--- src/rtl/sd_pkg.sv ---
// Shared types and constants for the SD CMD-line controller.
// Holds the FSM state enum, response-type encodings, frame lengths and the CRC7 step.
package sd_pkg;

   typedef enum logic [2:0] {
      StIdle,
      StTxPre,
      StTx,
      StTurn,
      StWaitStart,
      StRx,
      StGap
   } state_t;

   localparam logic [1:0] RESP_NONE  = 2'd0;
   localparam logic [1:0] RESP_SHORT = 2'd1;
   localparam logic [1:0] RESP_LONG  = 2'd2;

   localparam int unsigned CmdLen   = 48;
   localparam int unsigned ShortLen = 48;
   localparam int unsigned LongLen  = 136;

   // x^7 + x^3 + 1, implicit x^7 term
   localparam logic [6:0] Crc7Poly = 7'h09;

   function automatic logic [6:0] crc7_step(input logic [6:0] crc, input logic bit_in);
      logic fb;
      fb = bit_in ^ crc[6];
      return {crc[5:0], 1'b0} ^ (fb ? Crc7Poly : 7'h00);
   endfunction

endpackage

--- src/rtl/sd_crc7.sv ---
// Serial CRC7 accumulator, MSB first, init 0. Clear has priority over enable.
module sd_crc7 (
   input  logic       clock,
   input  logic       reset_n,
   input  logic       clear,
   input  logic       enable,
   input  logic       bit_in,
   output logic [6:0] crc
);
   import sd_pkg::*;

   always_ff @(posedge clock or negedge reset_n) begin
      if (!reset_n) begin
         crc <= '0;
      end else if (clear) begin
         crc <= '0;
      end else if (enable) begin
         crc <= crc7_step(crc, bit_in);
      end
   end

endmodule

--- src/rtl/sd_cmd_ctrl.sv ---
// SD-host CMD-line controller: command serialization, turnaround, response capture.
// Define SD_CMD_CRC_CHECK_EN to check the received response CRC7 (resp_crc_err).
module sd_cmd_ctrl #(
   parameter int unsigned NCR_MAX = 64,
   parameter int unsigned NCC_MIN = 8
) (
   input  logic         clock,
   input  logic         reset_n,
   input  logic         cmd_valid,
   output logic         cmd_ready,
   input  logic [5:0]   cmd_index,
   input  logic [31:0]  cmd_arg,
   input  logic [1:0]   resp_type,
   output logic         resp_valid,
   output logic [127:0] resp_data,
   output logic         resp_timeout,
   output logic         resp_crc_err,
   output logic         pad_oe,
   output logic         pad_enable,
   output logic         pad_dout,
   input  logic         pad_din
);
   import sd_pkg::*;

   localparam logic [15:0] NcrLast = 16'(NCR_MAX - 1);
   localparam logic [15:0] NccLast = 16'(NCC_MIN - 1);

   state_t      state;
   logic [15:0] cnt;
   logic [39:0] frame;
   logic [1:0]  rtype;
   logic [6:0]  tx_crc;
   logic        accept;
   logic        is_long;
   logic        tx_feed;
   logic        tx_bit;
   logic [15:0] rx_last;

   assign accept  = cmd_valid && cmd_ready;
   assign is_long = (rtype == RESP_LONG);
   assign rx_last = is_long ? 16'(LongLen - 1) : 16'(ShortLen - 1);
   assign tx_feed = (state == StTxPre) || ((state == StTx) && (cnt < 16'd40));

   // cnt is the index of the frame bit to be driven next
   always_comb begin
      tx_bit = 1'b1;
      if (cnt < 16'd40) begin
         tx_bit = frame[6'(6'd39 - cnt[5:0])];
      end else if (cnt < 16'd47) begin
         tx_bit = tx_crc[3'(6'd46 - cnt[5:0])];
      end
   end

   sd_crc7 u_tx_crc (
      .clock  (clock),
      .reset_n(reset_n),
      .clear  (accept),
      .enable (tx_feed),
      .bit_in (tx_bit),
      .crc    (tx_crc)
   );

`ifdef SD_CMD_CRC_CHECK_EN
   logic [6:0]  rx_crc;
   logic [15:0] rx_idx;
   logic        rx_feed;

   // Short: CRC over frame bits 0..39; long: over bits 8..127 (resp_data[127:8])
   always_comb begin
      rx_idx  = (state == StRx) ? cnt : 16'd0;
      rx_feed = 1'b0;
      if (((state == StWaitStart) && !pad_din) || (state == StRx)) begin
         rx_feed = is_long ? ((rx_idx >= 16'd8) && (rx_idx <= 16'd127)) : (rx_idx <= 16'd39);
      end
   end

   sd_crc7 u_rx_crc (
      .clock  (clock),
      .reset_n(reset_n),
      .clear  (accept),
      .enable (rx_feed),
      .bit_in (pad_din),
      .crc    (rx_crc)
   );
`else
   assign resp_crc_err = 1'b0;
`endif

   always_ff @(posedge clock or negedge reset_n) begin
      if (!reset_n) begin
         state        <= StIdle;
         cnt          <= '0;
         frame        <= '0;
         rtype        <= RESP_NONE;
         cmd_ready    <= 1'b1;
         resp_valid   <= 1'b0;
         resp_data    <= '0;
         resp_timeout <= 1'b0;
`ifdef SD_CMD_CRC_CHECK_EN
         resp_crc_err <= 1'b0;
`endif
         pad_oe       <= 1'b0;
         pad_enable   <= 1'b0;
         pad_dout     <= 1'b1;
      end else begin
         resp_valid <= 1'b0;
         unique case (state)
            StIdle: begin
               if (accept) begin
                  state        <= StTxPre;
                  frame        <= {2'b01, cmd_index, cmd_arg};
                  rtype        <= resp_type;
                  cnt          <= '0;
                  cmd_ready    <= 1'b0;
                  resp_data    <= '0;
                  resp_timeout <= 1'b0;
`ifdef SD_CMD_CRC_CHECK_EN
                  resp_crc_err <= 1'b0;
`endif
                  pad_oe       <= 1'b1;
                  pad_enable   <= 1'b1;
                  pad_dout     <= 1'b1;
               end
            end
            StTxPre, StTx: begin
               if (cnt == 16'(CmdLen)) begin
                  pad_dout <= 1'b1;
                  pad_oe   <= 1'b0;
                  cnt      <= '0;
                  if (rtype == RESP_NONE) begin
                     state      <= StGap;
                     pad_enable <= 1'b0;
                     resp_valid <= 1'b1;
                  end else begin
                     state <= StTurn;
                  end
               end else begin
                  state    <= StTx;
                  pad_dout <= tx_bit;
                  cnt      <= cnt + 16'd1;
               end
            end
            StTurn: begin
               if (cnt == 16'd1) begin
                  state <= StWaitStart;
                  cnt   <= '0;
               end else begin
                  cnt <= cnt + 16'd1;
               end
            end
            StWaitStart: begin
               if (!pad_din) begin
                  state     <= StRx;
                  cnt       <= 16'd1;
                  resp_data <= {resp_data[126:0], 1'b0};
               end else if (cnt == NcrLast) begin
                  state        <= StGap;
                  cnt          <= '0;
                  pad_enable   <= 1'b0;
                  resp_valid   <= 1'b1;
                  resp_timeout <= 1'b1;
               end else begin
                  cnt <= cnt + 16'd1;
               end
            end
            StRx: begin
               resp_data <= {resp_data[126:0], pad_din};
               if (cnt == rx_last) begin
                  state      <= StGap;
                  cnt        <= '0;
                  pad_enable <= 1'b0;
                  resp_valid <= 1'b1;
`ifdef SD_CMD_CRC_CHECK_EN
                  // resp_data[6:0] becomes resp_data[7:1] after this final shift
                  resp_crc_err <= (rx_crc != resp_data[6:0]);
`endif
               end else begin
                  cnt <= cnt + 16'd1;
               end
            end
            StGap: begin
               if (cnt == NccLast) begin
                  state     <= StIdle;
                  cmd_ready <= 1'b1;
                  cnt       <= '0;
               end else begin
                  cnt <= cnt + 16'd1;
               end
            end
            default: state <= StIdle;
         endcase
      end
   end

endmodule

--- config.mk ---
export PLATFORM = sky130hd
export DESIGN_NAME = sd_cmd_ctrl
export DESIGN_NICKNAME = d
export VERILOG_FILES = /design/src/rtl/sd_pkg.sv /design/src/rtl/sd_crc7.sv /design/src/rtl/sd_cmd_ctrl.sv
export SDC_FILE = /design/constraint.sdc
export NUM_CORES = 1
export LEC_CHECK = 0
export ABC_CLOCK_PERIOD_IN_PS = 2650
export CAP_MARGIN = 20
export CORE_MARGIN = 5
export CORE_UTILIZATION = 52
export CTS_CLUSTER_SIZE = 12
export DETAILED_ROUTE_END_ITERATION = 6
export HOLD_SLACK_MARGIN = 0.05
export PLACE_DENSITY = 0.86
export SYNTH_ARGS = -nofsm -noshare
export SYNTH_HDL_FRONTEND = slang
export SYNTH_SLANG_ARGS = --single-unit
--- constraint.sdc ---
create_clock -name clock -period 2.65 [get_ports clock]
set_input_delay 0.53 -clock clock [delete_from_list [all_inputs] [get_ports clock]]
set_output_delay 0.53 -clock clock [all_outputs]
set_load 0.01 [all_outputs]
# ---- After elaboration in Yosys (flattened, before gate mapping)
# Cells that the tools add are included.
dict set report classes {
  n_mux 53
  eq_ne 22
  n_reduce_logical 22
  bitwise 2
  addsub 3
  n_lt_le_gt_ge 4
}
# operator n
set op_table {}
lappend op_table {{$pmux W128 S3} 1}
lappend op_table {{$mux W128} 2}
lappend op_table {{$mux W16} 7}
lappend op_table {{$pmux W16 S6} 1}
lappend op_table {{$eq A16 B6 Y1 const B} 2}
lappend op_table {{$lt A16 B6 Y1 const B} 2}
lappend op_table {{$mux W3} 8}
lappend op_table {{$mux W1} 21}
lappend op_table {{$ne A2 B2 Y1 const B} 9}
lappend op_table {{$pmux W3 S6} 1}
lappend op_table {{$add A16 B1 Y16 const B} 1}
lappend op_table {{$eq A16 B1 Y1 const B} 1}
lappend op_table {{$eq A16 B3 Y1 const B} 1}
lappend op_table {{$eq A16 B8 Y1} 1}
lappend op_table {{$mux W7} 2}
lappend op_table {{$eq A3 B3 Y1 const B} 3}
lappend op_table {{$reduce_and A3 Y1} 3}
lappend op_table {{$mux W8} 1}
lappend op_table {{$pmux W1 S2} 4}
lappend op_table {{$reduce_bool A2 Y1} 4}
lappend op_table {{$lt A6 B7 Y1 const B} 1}
lappend op_table {{$reduce_and A7 Y1} 1}
lappend op_table {{$xor A7 B7 Y7} 1}
lappend op_table {{$bmux W1 S6} 1}
lappend op_table {{other kinds (23)} 27}
dict set report totals {
  ff_bits 201
  out_inout_bits 135
}

# ---- Logic depth before layout (Yosys ltp)
# Gate-level depths: netlist (run 1).
dict set report logic_depth {
  word_depth 10
  ltp_mapped 11
  mapped_depth_nobuf 9
}

# ---- By module
# Synthesis (run 1) repeated with hierarchy kept, for this count alone.
dict set report unflattened {
  hier_cells 1030
  hier_area_um2 9067.4
}
# module n_inst cells_each area_per_inst_um2 seq_area_each_um2
set by_module_without_submodules {}
lappend by_module_without_submodules {sd_cmd_ctrl 1 1002 8759.7 4857.2}
lappend by_module_without_submodules {sd_crc7 1 28 307.8 175.2}

# ---- Worst setup path after synthesis (run 1)
# OpenSTA, ideal clock, no wires.
dict set report synth_timing {
  path_type {flip-flop to flip-flop}
  from {register cnt[0]}
  to {register cnt[10]}
  path_stages_with_launch 12
  setup_time_ns 0.118
  synth_period_minus_slack_ns 2.171
  arrival_ns 2.053
  setup_slack_ns 0.479
  cell_sequence {dfrtp_1 > ha_1 > buf_2 > nand2_1 > or3_1 > o211ai_1 > a21o_1 > and3_1 > buf_6 > buf_8 > o21ai_1 > a21o_1}
}
dict set report synth_between {
  elab_chain_cells 4
  word_cells_on_any_way 13
}
# item line_no
set synth_rtl {}
lappend synth_rtl {{from (decl)} sd_cmd_ctrl.sv:29} ;# logic [15:0] cnt;
lappend synth_rtl {{from (signal assigned)} sd_cmd_ctrl.sv:140} ;# cnt <= cnt + 16'd1;
lappend synth_rtl {{from (signal assigned)} sd_cmd_ctrl.sv:148} ;# cnt <= cnt + 16'd1;
lappend synth_rtl {{from (signal assigned)} sd_cmd_ctrl.sv:163} ;# cnt <= cnt + 16'd1;
lappend synth_rtl {{$add A16 B1 Y16 or $eq A16 B6 Y1 (tied branches)} -}
lappend synth_rtl {{$mux W16} sd_cmd_ctrl.sv:156} ;# end else if (cnt == NcrLast) begin
lappend synth_rtl {{$mux W16} sd_cmd_ctrl.sv:152} ;# if (!pad_din) begin
lappend synth_rtl {{$pmux W16 S6 (*)} sd_cmd_ctrl.sv:107} ;# unique case (state)
# Every way passes the cells marked *; elsewhere a longest branch is shown, timed or not.
# A chain may end at the register's enable or synchronous reset.

# ---- Worst setup path after layout (run 1)
dict set report layout_timing {
  from {register cnt[0]}
  to {register cnt[4]}
}
# Same word-level chain as after synthesis.

==> results of run 1 <==
-- path summary, 6_finish.rpt --
path / from / endpoint / slack [ps]
worst max-delay path: cnt[0] / cnt[4] / 210
worst min-delay path: reset_n / frame[14] / 80
worst max register to register: cnt[0] / cnt[4] / 210
worst min register to register: frame[28] / frame[28] / 480
max in group asynchronous: reset_n / cmd_ready / 1800
min in group clock: frame[28] / frame[28] / 480
-- stage by stage --
| stage | utilization [%] | cells |
|---|---|---|
| 2_1_floorplan | - | 931 |
| 3_3_place_gp | 65.1 | 1296 |
| 3_5_place_dp | 65.1 | 1296 |
| 4_1_cts | 69.1 | 1334 |
| 5_1_grt | 69.2 | 1334 |
| 6_report | 69.2 | 1334 |
-- power by group --
group	switching, µW	internal [µW]
combinational	493	419
sequential	130	3170
clock	1180	1720
-- state kept, by name, indices dropped and copies added, names as in the netlist --
| name | count |
|---|---|
| resp_data | 128 |
| frame | 39 |
| cnt | 16 |
| u_tx_crc.crc | 7 |
| state | 3 |
| rtype | 2 |
| cmd_ready | 1 |
| pad_dout | 1 |
| pad_enable | 1 |
| pad_oe | 1 |
| resp_timeout | 1 |
| resp_valid | 1 |
-- synthesized netlist by cell type, types with 9 or more instances --
cell,count,area (µm²)
nand2_1,281,1050
dfrtp_1,199,4980
nand3_1,135,676
clkbuf_1,47,176
mux2_2,31,349
nor2_1,26,97.6
a21oi_1,15,75.1
o21ai_0,14,70.1
buf_2,12,60.1
mux2_1,12,135
mux2i_1,12,120
a21o_1,10,75.1
and3_1,9,56.3
inv_1,9,33.8
o21ai_1,9,45.0
-- worst max-delay path: cells and delay by family, from the launching register on --
kind	cells	cell delay, ps
simple gates	3	800
flops	1	370
buf+inv	1	170
fa+ha+maj	1	320
compound gates	4	650
-- cells by family (layout without fill, tap and decap cells) --
group	after synthesis	count (layout)
AOI/OAI and AO/OA	84	84
xor gates and xnor gates	7	7
adders and majority gates	5	5
muxes	62	62
buffers and inverters	77	255
DFF	201	201
and+or+nand+nor	494	494
other	1	1
-- layer usage --
| layer | vias up | routed length [µm] | track usage (%) | part of all wire (%) |
|---|---|---|---|---|
| met1 | 3584 | 9320 | 29.7 | 42 |
| met4 | 0 | 959 | 8.74 | 4.3 |
| met3 | 66 | 1280 | 4.79 | 5.7 |
| met2 | 228 | 10700 | 36.1 | 48 |
| met5 | - | 0 | 0 | 0 |
| li1 | 3490 | - | - | - |
-- final cells by class --
class,instances,area share [%]
clock buffers,33,5.25
clock inverters,5,0.518
repair buffers,207,17.9
well taps,225,2.38
inverters,10,0.317
flip-flops and latches,201,42.5
multi-input cells,653,31.1
-- repair_timing --
item,4_1_cts,5_1_grt
setup endpoints to repair,0,2
endpoints found under the hold margin,0,0
setup buffers,0,0
resized for setup,0,3
==> flow_summary_export.csv, run 1 <==
group,metric,value,unit
clocking,root_buffer,"clkbuf_16",
finish,fillCellCount,1267,
finish,final_nets,1144,
placed_design,dpl_worst_slack,243,ps
logic_synthesis,synthAdderAreaFrac,0.695,%
drt,drt_pass1_iterations,5,
placed_design,hpwlAfterDp,14900,µm
logic_synthesis,synth_cells,931,
logic_synthesis,yosys_warnings,0,
logic_synthesis,synth_enable_flop_cells,0,
finish,final_area,11800,µm²
worst_setup_path,critPathArrivalTime,2820,ps
worst_hold_path,hold_class,"in2async",
timing,holdWs,75.9,ps
placed_design,placed_area,11100,µm²
global_routing,grt_pass1_vias,7426,
logic_synthesis,yosysUniqueCellTypes,61,
clocking,htreeDepth,1,
drt,drc,0,
logic_synthesis,synth_xor_area_share,0.681,%
die,ios,179,
timing,worstMarginPinSlew,679,ps
die,fp.dieH,142,µm
placed_design,globalplace.congestion,0.888,
timing,hold_viol,0,
logic_synthesis,synth_seq_cells,201,
clocking,cts_buffers,22,
power,vdd_drop_max,452,µV
logic_synthesis,synth_compound_gate_area_share,6.20,%
timing,finalSetupViolations,0,
drt,vias,7368,
die,std_cell_rows,48,
worst_setup_path,crit_fanout,25,
logic_synthesis,synthArstFlopShare,100,%
run,drv_cap,0,
run_status,status,"completed",
clocking,clock_path_buffers,3,
timing,finalSetupTns,0,ps
die,initial_core_util,52.6,%
finish,final_layout_size_suffix_gt1_share,10.1,%
die,core_area,17100,µm²
logic_synthesis,synthMuxAreaShare,8.46,%
clocking,cts_sinks,201,
timing,max_freq,0.410,GHz
finish,final_common_cell,"nand2_1",
worst_setup_path,ff2ff_path_depth,9,
timing,relSlewSlack,54.7,%
logic_synthesis,yosys.area_share.simple,24.2,%
power,leakage,0.00572,µW
global_routing,grt_max_degree,131,
worst_setup_path,max_stage_delay,430,ps
finish,area_growth,31.6,%
global_routing,antenna_found_initial,0,
clocking,clk_pin_slew,60,ps
logic_synthesis,synthFlopType,"dfrtp_1",
timing,fin_crit,2440,ps
drt,vias_per_cell,5.52,
timing,period_share,92.2,%
clocking,cts_hold_buf,0,
finish,multi_input_area,3690,µm²
worst_setup_path,endpoint_kind,"register",
logic_synthesis,synth.avg_cell_area,9.67,µm²
worst_setup_path,crit_type,"reg2reg",
die,die-area,20000,µm²
global_routing,grt_use_total,22.3,%
timing,grt_setup_unrepaired,"false",
worst_setup_path,cp.required,3030,ps
finish,num_antenna_cells,0,
drt,finalWirelength,22300,µm
drt,wl_per_cell,16.7,µm
finish,final_cell_mix,"nand2_1 (280), dfrtp_1 (199), clkdlybuf4s50_1 (176)",
die,fp.dieW,142,µm
placed_design,portBuffers,177,
worst_setup_path,crit_chain,"ha_1, nand2_1, or3_1, o211ai_1, a21o_1, and3_1, buf_12, o21ai_0, a21o_1",
clocking,cts_tree,"yes",
drt,drt.antenna.violating_nets,0,
worst_setup_path,start_kind,"register",
timing,fin_skew,16.1,ps
timing,setup_ws,208,ps
global_routing,grt_pass1_wl,37300,µm
timing,final_max_slew_viol_count,0,
finish,regArea,5030,µm²
power,power_density,601,nW/µm²
clocking,clock_latency,500,ps
worst_setup_path,crit_top_cell,"a21o_1",
global_routing,grt_overflow_total,0,
power,power,7120,µW
logic_synthesis,synthesis.nets,980,
logic_synthesis,netlist_area,9000,µm²
drt,drt_iter0_markers,630,
logic_synthesis,synth-seq-area-share,55.9,%
worst_setup_path,critPathSlowestCell,"or3_1",
logic_synthesis,synth_top_family_by_area,"simple AND/OR/NAND/NOR gates",
No activity file was read; power rests on OpenSTA's default activity.
==> run 2: changes to the inputs <==
==> constraint.sdc (replaced) <==
create_clock -name clock -period 2.65 [get_ports clock]
set_input_delay 0.53 -clock clock [delete_from_list [all_inputs] [get_ports clock]]
set_output_delay 0.53 -clock clock [all_outputs]
set_load 0.005 [all_outputs]
==> results of run 2 <==
Same layout as run 1 (identical final DEF). Status: completed.
Among the figures that moved: total power 7120 µW -> 7100 µW; worst IR drop on VDD 452 µV -> 448 µV
==> run 3: changes to the inputs <==
--- a/config.mk
+++ b/config.mk
@@ -13,6 +13,7 @@
 export DETAILED_ROUTE_END_ITERATION = 6
 export HOLD_SLACK_MARGIN = 0.05
 export PLACE_DENSITY = 0.86
+export SKIP_CTS_REPAIR_TIMING = 1
 export SYNTH_ARGS = -nofsm -noshare
 export SYNTH_HDL_FRONTEND = slang
 export SYNTH_SLANG_ARGS = --single-unit
==> results of run 3 <==
Same layout as run 1 (identical final DEF). Status: completed.
Among the figures that moved: total power 7120 µW -> 7100 µW; worst IR drop on VDD 452 µV -> 448 µV
